$ cat config.mk
export PLATFORM = sky130hd
export DESIGN_NAME = cpu_run_ctrl
export DESIGN_NICKNAME = d
export VERILOG_FILES = /design/src/rtl/cpu_ctrl_pkg.sv /design/src/rtl/cpu_run_ctrl_btn_debounce.sv /design/src/rtl/cpu_run_ctrl.sv
export SDC_FILE = /design/constraint.sdc
export NUM_CORES = 1
export LEC_CHECK = 0
export ABC_AREA = 1
export CELL_PAD_IN_SITES_DETAIL_PLACEMENT = 1
export CELL_PAD_IN_SITES_GLOBAL_PLACEMENT = 1
export CORE_UTILIZATION = 39
export CTS_CLUSTER_DIAMETER = 50
export DETAILED_ROUTE_END_ITERATION = 8
export GPL_TIMING_DRIVEN = 0
export PLACE_DENSITY = 0.82
export SLEW_MARGIN = 25
export SYNTH_ARGS = -nofsm -noshare
export SYNTH_HDL_FRONTEND = slang
export SYNTH_HIERARCHICAL = 1
export SYNTH_SLANG_ARGS = --single-unit
$ cat constraint.sdc
create_clock -name clk -period 2.27 [get_ports clk]
set_input_delay 0.5675 -clock clk [delete_from_list [all_inputs] [get_ports clk]]
set_output_delay 0.5675 -clock clk [all_outputs]
set_load 0.03 [all_outputs]
$ cat src/rtl/cpu_ctrl_pkg.sv
// cpu_ctrl_pkg: run-controller state encodings, step counter width and a
// small helper for sizing modulo counters. Shared by cpu_run_ctrl and
// btn_debounce.
package cpu_ctrl_pkg;

  // FSM state encodings (also driven straight onto the state output).
  localparam logic [1:0] ST_HALT = 2'b00;
  localparam logic [1:0] ST_STEP = 2'b01;
  localparam logic [1:0] ST_RUN  = 2'b10;
  localparam logic [1:0] ST_STOP = 2'b11;

  // Width of the executed-instruction counter shown on the display.
  localparam int STEP_CNT_W = 16;

  // Bits needed for a counter that holds 0..n-1, never less than one bit.
  function automatic int cnt_width(input int n);
    return (n > 2) ? $clog2(n) : 1;
  endfunction

endpackage

$ cat src/rtl/cpu_run_ctrl_btn_debounce.sv
// btn_debounce: two-flop synchronizer, stability counter and rising-edge
// pulse for one raw pushbutton. The accepted level changes only after
// DB_CYCLES consecutive synchronized samples disagree with it; a rising
// change of the accepted level yields a one-cycle registered pulse.
module btn_debounce
  import cpu_ctrl_pkg::*;
#(
  parameter int DB_CYCLES = 500000
) (
  input  logic clk_i,
  input  logic rst_ni,
  input  logic btn_i,
  output logic pulse_o
);

  localparam int            CW       = cnt_width(DB_CYCLES);
  localparam logic [CW-1:0] CNT_LAST = CW'(DB_CYCLES - 1);

  logic          sync1_q;
  logic          sync2_q;
  logic          stable_q, stable_d;
  logic [CW-1:0] cnt_q,    cnt_d;
  logic          pulse_q,  pulse_d;

  // Bring the asynchronous button into the clk domain.
  always_ff @(posedge clk_i or negedge rst_ni) begin
    if (!rst_ni) begin
      sync1_q <= 1'b0;
      sync2_q <= 1'b0;
    end else begin
      sync1_q <= btn_i;
      sync2_q <= sync1_q;
    end
  end

  // Count consecutive samples that differ from the accepted level; any
  // agreeing sample restarts the count, so glitches never reach the output.
  always_comb begin
    stable_d = stable_q;
    cnt_d    = '0;
    pulse_d  = 1'b0;
    if (sync2_q != stable_q) begin
      if (cnt_q == CNT_LAST) begin
        stable_d = sync2_q;
        pulse_d  = sync2_q;
      end else begin
        cnt_d = cnt_q + CW'(1);
      end
    end
  end

  // Accepted level, stability counter and edge pulse registers.
  always_ff @(posedge clk_i or negedge rst_ni) begin
    if (!rst_ni) begin
      stable_q <= 1'b0;
      cnt_q    <= '0;
      pulse_q  <= 1'b0;
    end else begin
      stable_q <= stable_d;
      cnt_q    <= cnt_d;
      pulse_q  <= pulse_d;
    end
  end

  assign pulse_o = pulse_q;

endmodule

$ cat src/rtl/cpu_run_ctrl.sv
// cpu_run_ctrl: produces the one-cycle clock enable for the single-cycle
// core. Modes: single step from the step button, free run at one
// instruction every RUN_DIV cycles, stop on a core halt request.
// Optional feature macro: BREAKPOINT_EN (stop RUN when pc hits bp_addr).
module cpu_run_ctrl
  import cpu_ctrl_pkg::*;
#(
  parameter int DB_CYCLES = 500000,
  parameter int RUN_DIV   = 25000000,
  parameter int PC_W      = 32
) (
  input  logic                  clk,
  input  logic                  rst,
  input  logic                  btn_step,
  input  logic                  btn_run,
  input  logic                  halt_req,
  input  logic [PC_W-1:0]       pc,
  input  logic [PC_W-1:0]       bp_addr,
  input  logic                  bp_valid,
  output logic                  cpu_en,
  output logic [1:0]            state,
  output logic [STEP_CNT_W-1:0] step_cnt,
  output logic                  bp_hit
);

  localparam int               DIV_W    = cnt_width(RUN_DIV);
  localparam logic [DIV_W-1:0] DIV_LAST = DIV_W'(RUN_DIV - 1);

  logic                  step_p;
  logic                  run_p;
  logic                  tick;
  logic                  bp_match;

  logic [1:0]            state_q,  state_d;
  logic                  cpu_en_q, cpu_en_d;
  logic [STEP_CNT_W-1:0] cnt_q,    cnt_d;
  logic [DIV_W-1:0]      div_q,    div_d;
  logic                  bp_hit_q, bp_hit_d;

  btn_debounce #(
    .DB_CYCLES (DB_CYCLES)
  ) u_db_step (
    .clk_i   (clk),
    .rst_ni  (rst),
    .btn_i   (btn_step),
    .pulse_o (step_p)
  );

  btn_debounce #(
    .DB_CYCLES (DB_CYCLES)
  ) u_db_run (
    .clk_i   (clk),
    .rst_ni  (rst),
    .btn_i   (btn_run),
    .pulse_o (run_p)
  );

`ifdef BREAKPOINT_EN
  assign bp_match = bp_valid && (pc == bp_addr);
`else
  // Breakpoint inputs stay on the port list but have no effect here.
  logic unused_bp;
  assign bp_match  = 1'b0;
  assign unused_bp = bp_valid ^ (^pc) ^ (^bp_addr);
`endif

  // Last divider cycle of a RUN period; the enable appears one cycle later.
  assign tick = (state_q == ST_RUN) && (div_q == DIV_LAST);

  // Next-state logic: run_p outranks halt_req, which outranks the breakpoint.
  always_comb begin
    state_d  = state_q;
    cpu_en_d = 1'b0;
    div_d    = '0;
    bp_hit_d = bp_hit_q;
    if (run_p) begin
      bp_hit_d = 1'b0;
    end
    case (state_q)
      ST_HALT: begin
        if (run_p) begin
          state_d = ST_RUN;
        end else if (step_p) begin
          state_d  = ST_STEP;
          cpu_en_d = 1'b1;
        end
      end
      ST_STEP: begin
        state_d = ST_HALT;
      end
      ST_RUN: begin
        if (run_p) begin
          state_d = ST_HALT;
        end else if (halt_req) begin
          state_d = ST_STOP;
        end else if (tick && bp_match) begin
          state_d  = ST_HALT;
          bp_hit_d = 1'b1;
        end else begin
          cpu_en_d = tick;
          div_d    = tick ? '0 : div_q + DIV_W'(1);
        end
      end
      default: begin
        if (run_p || step_p) begin
          state_d = ST_HALT;
        end
      end
    endcase
    cnt_d = cpu_en_d ? cnt_q + STEP_CNT_W'(1) : cnt_q;
  end

  // State, enable, counter, divider and breakpoint flag registers.
  always_ff @(posedge clk or negedge rst) begin
    if (!rst) begin
      state_q  <= ST_HALT;
      cpu_en_q <= 1'b0;
      cnt_q    <= '0;
      div_q    <= '0;
      bp_hit_q <= 1'b0;
    end else begin
      state_q  <= state_d;
      cpu_en_q <= cpu_en_d;
      cnt_q    <= cnt_d;
      div_q    <= div_d;
      bp_hit_q <= bp_hit_d;
    end
  end

  assign cpu_en   = cpu_en_q;
  assign state    = state_q;
  assign step_cnt = cnt_q;
  assign bp_hit   = bp_hit_q;

endmodule

==> flow_summary.ini, run 1 <==
[timing]
fin_ws_ns = 0.175
finalHoldViolCount = 0
post-route-min-period_ns = 2.10
final.setup.tns_ns = 0
fmaxAchievable_mhz = 477
whs_ns = 0.112
skew_ns = 0.00495
rsz0062_at_grt = false
period_share = 0.923
drv_slew = 0
setup_viol = 0

[clock_tree]
cts_tree = yes
insertion_delay_ns = 0.36
clkSinkCount = 90
clkTransAtPathRegs_ns = 0.07
cts_hold_buf = 0
ctsHtreeMaxLevel = 3
cts_resized = 0
cts_buffer_depth = 2
clockRootBuffer = clkbuf_16
cts_inserted_buffers = 9
post_cts_buffers = 0

[routing]
wl_per_cell_um = 14.5
drc = 0
drt-total-wl_um = 12800
vias_per_cell = 4.97
firstDrtPassIters = 4
first_iter_violations = 200
drtAntennaViolNets = 0
vias = 4386

[pwr]
net-switching-power_mw = 0.789
combinationalPowerShare = 0.027
power.density_nw_per_um2 = 547
power_mw = 3.19
p_leak_nw = 2.44
sw_frac_of_total = 0.247
pwr-share-seq = 0.508
power.internal_mw = 2.41
p_clk_frac = 0.465
max-vdd-ir-drop_v = 0.000606

[grt]
grt_pass1_vias = 4612
grt_start_max_net_pins = 53
antenna_found_initial = 0
grt.total_usage = 0.212
overflow = 0
grt_pass1_wl_um = 22000

[setup_path]
regToRegSetupSlack_ns = 0.33
cp_top_family = buffers and inverters
path_buf_inv = 1
r2r_cells = 9
crit_chain = clkdlybuf4s50_1
worstPathRequired_ns = 1.70
worst_path_max_delay_cell = clkdlybuf4s50_1
cp_num_cells = 1
critPathMaxStageDelay_ns = 0.71
arrival_ns = 1.53
criticalPathCategory = flip-flop to output pin
critPathMaxFanout = 5
endpoint_kind = output pin
crit_path_start_kind = flip-flop

[status]
status = finished, final reports clean

[placement]
gp_congestion = 0.850
dp_hpwl_um = 9620
io_buffer_count = 23
dpl_cell_area_sq_um = 5550
placedCellCount = 867
pre_cts_slack_ns = 0.162

[min_path]
hold_class = input pin to async pin

[floorplan]
core_sq_um = 12700
die_w_um = 116
dieArea_sq_um = 13500
die_h_um = 116
initial_utilization = 0.401
io_pins = 90
rows = 41

[finish]
fin_area_sq_um = 5840
diodes = 0
fin_util = 0.461
instances_no_fill = 883
nets = 780
drive_gt1_frac = 0.108
fillers = 1614
synthToLayoutAreaGrowth_pct = 15.0

[synthesis]
async_reset_ff_frac = 1.00
ys_ff_latch = 90
synth_edf_count = 0
yosys_warnings = 6
avgSynthCellArea_sq_um = 7.57
synth_nets = 745
synthCells = 671
synth_cell_types = 34
synthesis.area_sq_um = 5080
seq_area_frac_synth = 0.444
synth-main-ff-cell = dfrtp_1

[flow_run]
max_cap_violations = 0
-- cell usage after synthesis (4+ instances only) --
cell     number  area, sq um
nand2_1     166          623
nor2_1      148          556
dfrtp_1      90         2250
inv_1        64          240
nand3_1      55          275
xor2_1       24          210
nor2_2       15         93.8
nand2_2      14         87.6
xnor2_1      14          123
nand4_1      11         68.8
a21oi_1       8         40.0
nor3_1        8         40.0
nor2_4        7         78.8
o21ai_1       7         35.0
o21ai_0       5         25.0
ha_1          4         50.1
inv_2         4         15.0
nand3_2       4         40.0
nor3b_2       4         50.1
-- sequential cells by signal, summed over array words and instances, names as in the netlist, 2 cells and up --
name             count
div_q               25
u_db_run/cnt_q      19
u_db_step/cnt_q     19
step_cnt            16
state                2
-- cell families after synthesis --
logic type / after synthesis / share of synthesized area
compound gates: 24 / 0.0254
simple gates: 438 / 0.389
flops: 90 / 0.444
buf+inv: 74 / 0.0591
xor+xnor: 40 / 0.0720
fa+ha+maj: 4 / 0.00986
other cells: 1 / 0.000739
-- metal layers --
| metal | part of all wire | wire, um | global-route usage | vias to the layer above |
|---|---|---|---|---|
| met5 | 0 | 0 | 0 | - |
| met4 | 0.018 | 225 | 0.0761 | 0 |
| met3 | 0.023 | 291 | 0.0519 | 22 |
| met2 | 0.52 | 6620 | 0.366 | 42 |
| met1 | 0.44 | 5670 | 0.256 | 2163 |
| li1 | - | - | - | 2159 |
-- path summary, 6_finish.rpt --
kind | end | startpoint
worst max-delay path | step_cnt[8] | step_cnt[8]
max in group asynchronous | u_db_step/cnt_q[6] | rst
worst max register to register | div_q[5] | div_q[0]
min in group clk | u_db_step/sync2_q | u_db_step/sync1_q
worst min register to register | u_db_step/sync2_q | u_db_step/sync1_q
worst min-delay path | div_q[21] | rst
-- area by class of cell --
type,count,area (sq um),area share
plain buffers,5,38.8,0.00664
clock buffers,9,225,0.0386
clock inverters,7,61.3,0.0105
inverters,69,262,0.0448
multi-input cells,507,2520,0.432
flip-flops and latches,90,2250,0.386
well taps,172,215,0.0369
repair buffers,24,259,0.0444
-- cells in the final DEF (no fill, tap or decap), types with 2 or more instances in the layout --
cell type and n:
o21ai_0 5, inv_2 4, nand2_1 166, xnor2_1 14, xor2_1 24, xor2_2 2, nand2_4 2, nor3_1 8
nor3b_2 4, nand2_2 14, clkdlybuf4s50_1 22, o21a_1 2, nor2_2 15, inv_6 2, ha_1 4, nor2_4 7
nand3_1 55, nand4_1 11, o21ai_1 7, nand3_2 4, dfrtp_1 90, a21oi_1 8, inv_1 64, nor2_1 148
clkbuf_16 9, buf_4 2, inv_8 2
-- worst register-to-register path, cell delays in order (launching register included) --
cell	delay [ns]
dfrtp_1	0.49
ha_1	0.27
nand2_2	0.10
nor2_4	0.18
nand2_2	0.10
nor2_4	0.14
nand2_1	0.07
nand2_2	0.17
buf_4	0.23
nor2_1	0.07
-- power by group through the flow --
stage          clock network (mW)  logic, mW  registers [mW]
2_1_floorplan                   0     0.0345            1.65
3_3_place_gp                    0     0.0810            1.65
3_5_place_dp                    0     0.0913            1.65
4_1_cts                      1.53     0.0916            1.62
5_1_grt                      1.58      0.101            1.62
6_report                     1.48     0.0876            1.62
Power figures use the tool's default switching activity.
==> run 2: changes to the inputs <==
--- a/config.mk
+++ b/config.mk
@@ -12,7 +12,9 @@
 export CTS_CLUSTER_DIAMETER = 50
 export DETAILED_ROUTE_END_ITERATION = 8
 export GPL_TIMING_DRIVEN = 0
+export MAX_ROUTING_LAYER = met4
 export PLACE_DENSITY = 0.82
+export SKIP_LAST_GASP = 1
 export SLEW_MARGIN = 25
 export SYNTH_ARGS = -nofsm -noshare
 export SYNTH_HDL_FRONTEND = slang
==> run 2 against run 1 <==
- sequential power about the same
- routed wire length decreased by 0.16%
- hold slack got worse by 0.00085 ns
- clock-buffer cell count unchanged
- register-to-register slack about the same
- clock power about the same
- critical path type unchanged
- die area unchanged
- setup slack improved by 0.0027 ns
- sequential share of layout area unchanged
- critical endpoint unchanged
==> flow_summary.ini, run 2 (synthesis gave the netlist of run 1 again) <==
[timing]
drv_slew = 0
setup_viol = 0
skew_ns = 0.00583
finalHoldViolCount = 0
period_share = 0.922
whs_ns = 0.111
fin_ws_ns = 0.177
post-route-min-period_ns = 2.09
fmaxAchievable_mhz = 478
rsz0062_at_grt = false

[setup_path]
critPathMaxStageDelay_ns = 0.71
crit_path_end = step_cnt[8]
endpoint_kind = output pin
crit_path_start_kind = flip-flop
cp_num_cells = 1
r2r_cells = 9
criticalPathCategory = flip-flop to output pin
arrival_ns = 1.53
r2r-start = div_q[0]
path_buf_inv = 1
crit_start = step_cnt[8]
r2r-end = div_q[5]
worstPathRequired_ns = 1.70
regToRegSetupSlack_ns = 0.33
cp_top_family = buffers and inverters
critPathMaxFanout = 5
worst_path_max_delay_cell = clkdlybuf4s50_1
crit_chain = clkdlybuf4s50_1

[clock_tree]
insertion_delay_ns = 0.36
ctsHtreeMaxLevel = 3
clkTransAtPathRegs_ns = 0.07
clkSinkCount = 90
cts_inserted_buffers = 9
cts_hold_buf = 0
clockRootBuffer = clkbuf_16
cts_buffer_depth = 2
cts_resized = 0
cts_tree = yes
post_cts_buffers = 0

[routing]
wl_per_cell_um = 14.5
first_iter_violations = 210
firstDrtPassIters = 4
drc = 0
vias_per_cell = 4.97
drt-total-wl_um = 12800
drtAntennaViolNets = 0
vias = 4389

[placement]
io_buffer_count = 23
dp_hpwl_um = 9620
pre_cts_slack_ns = 0.162
gp_congestion = 0.864

[finish]
layout_commonest_cell = nand2_1
diodes = 0
top_register = div_q
reg_top3 = div_q x25, u_db_run/cnt_q x19, u_db_step/cnt_q x19
layout_common_cells = nand2_1, nor2_1, dfrtp_1, inv_1, nand3_1
drive_gt1_frac = 0.108
largest_register_ffs = 25
nets = 780
synthToLayoutAreaGrowth_pct = 15.0

[floorplan]
dieArea_sq_um = 13500
core_sq_um = 12700
rows = 41
die_w_um = 116
initial_utilization = 0.401
die_h_um = 116
io_pins = 90

[grt]
grt_start_max_net_pins = 53
grt_pass1_vias = 4604
grt.total_usage = 0.218
overflow = 0
antenna_found_initial = 0
grt_pass1_wl_um = 22000

[flow_run]
max_cap_violations = 0

[pwr]
max-vdd-ir-drop_v = 0.000605
power_mw = 3.19
p_leak_nw = 2.44
power.density_nw_per_um2 = 547

[min_path]
hold_class = input pin to async pin

[status]
status = finished, final reports clean
## run 2: cell counts in the layout (fill, tap and decap cells not counted)
Identical to the previous run, type by type.
## run 2: final cells by class
cell class	instances	area (sq um)
Timing Repair Buffer	24	259
Buffer	5	38.8
Clock buffer	9	225
Tap cell	172	215
Multi-Input combinational cell	507	2520
Inverter	69	262
Clock inverter	7	61.3
Fill cell	1614	6830
Sequential cell	90	2250
## run 2: through the flow
| step | setup TNS (ns) | cells | utilization | area [sq um] |
|---|---|---|---|---|
| 6_report | 0 | 883 | 0.461 | 5840 |
| 5_1_grt | 0 | 883 | 0.461 | 5840 |
| 4_1_cts | 0 | 883 | 0.461 | 5840 |
| 3_5_place_dp | 0 | 867 | 0.438 | 5550 |
| 3_3_place_gp | -245.01 | 866 | 0.436 | 5520 |
| 2_1_floorplan | 0 | 671 | - | 5080 |
## run 2: metal layers
layer / GRT usage / vias to the layer above / share of wire
met3: 0.0457 / 22 / 0.022
met4: 0.0838 / 0 / 0.019
met5: - / - / 0
met2: 0.367 / 41 / 0.52
li1: - / 2159 / -
met1: 0.256 / 2167 / 0.44
## run 2: worst min-delay path by stage
| stage | to | slack [ns] | cells after the start |
|---|---|---|---|
| after floorplan | cpu_en | 0.27 | 0 |
| after global placement | u_db_run/sync2_q | 0.33 | 0 |
| after detailed placement | u_db_step/sync2_q | 0.34 | 0 |
| after CTS | div_q[21] | 0.12 | 1 |
| after global routing | div_q[21] | 0.13 | 1 |
| final | div_q[21] | 0.11 | 1 |
## run 2: where the power goes
part	switching [mW]	internal, mW
sequential	0.00793	1.61
combinational	0.0626	0.0249
clock	0.716	0.766
total	0.787	2.41
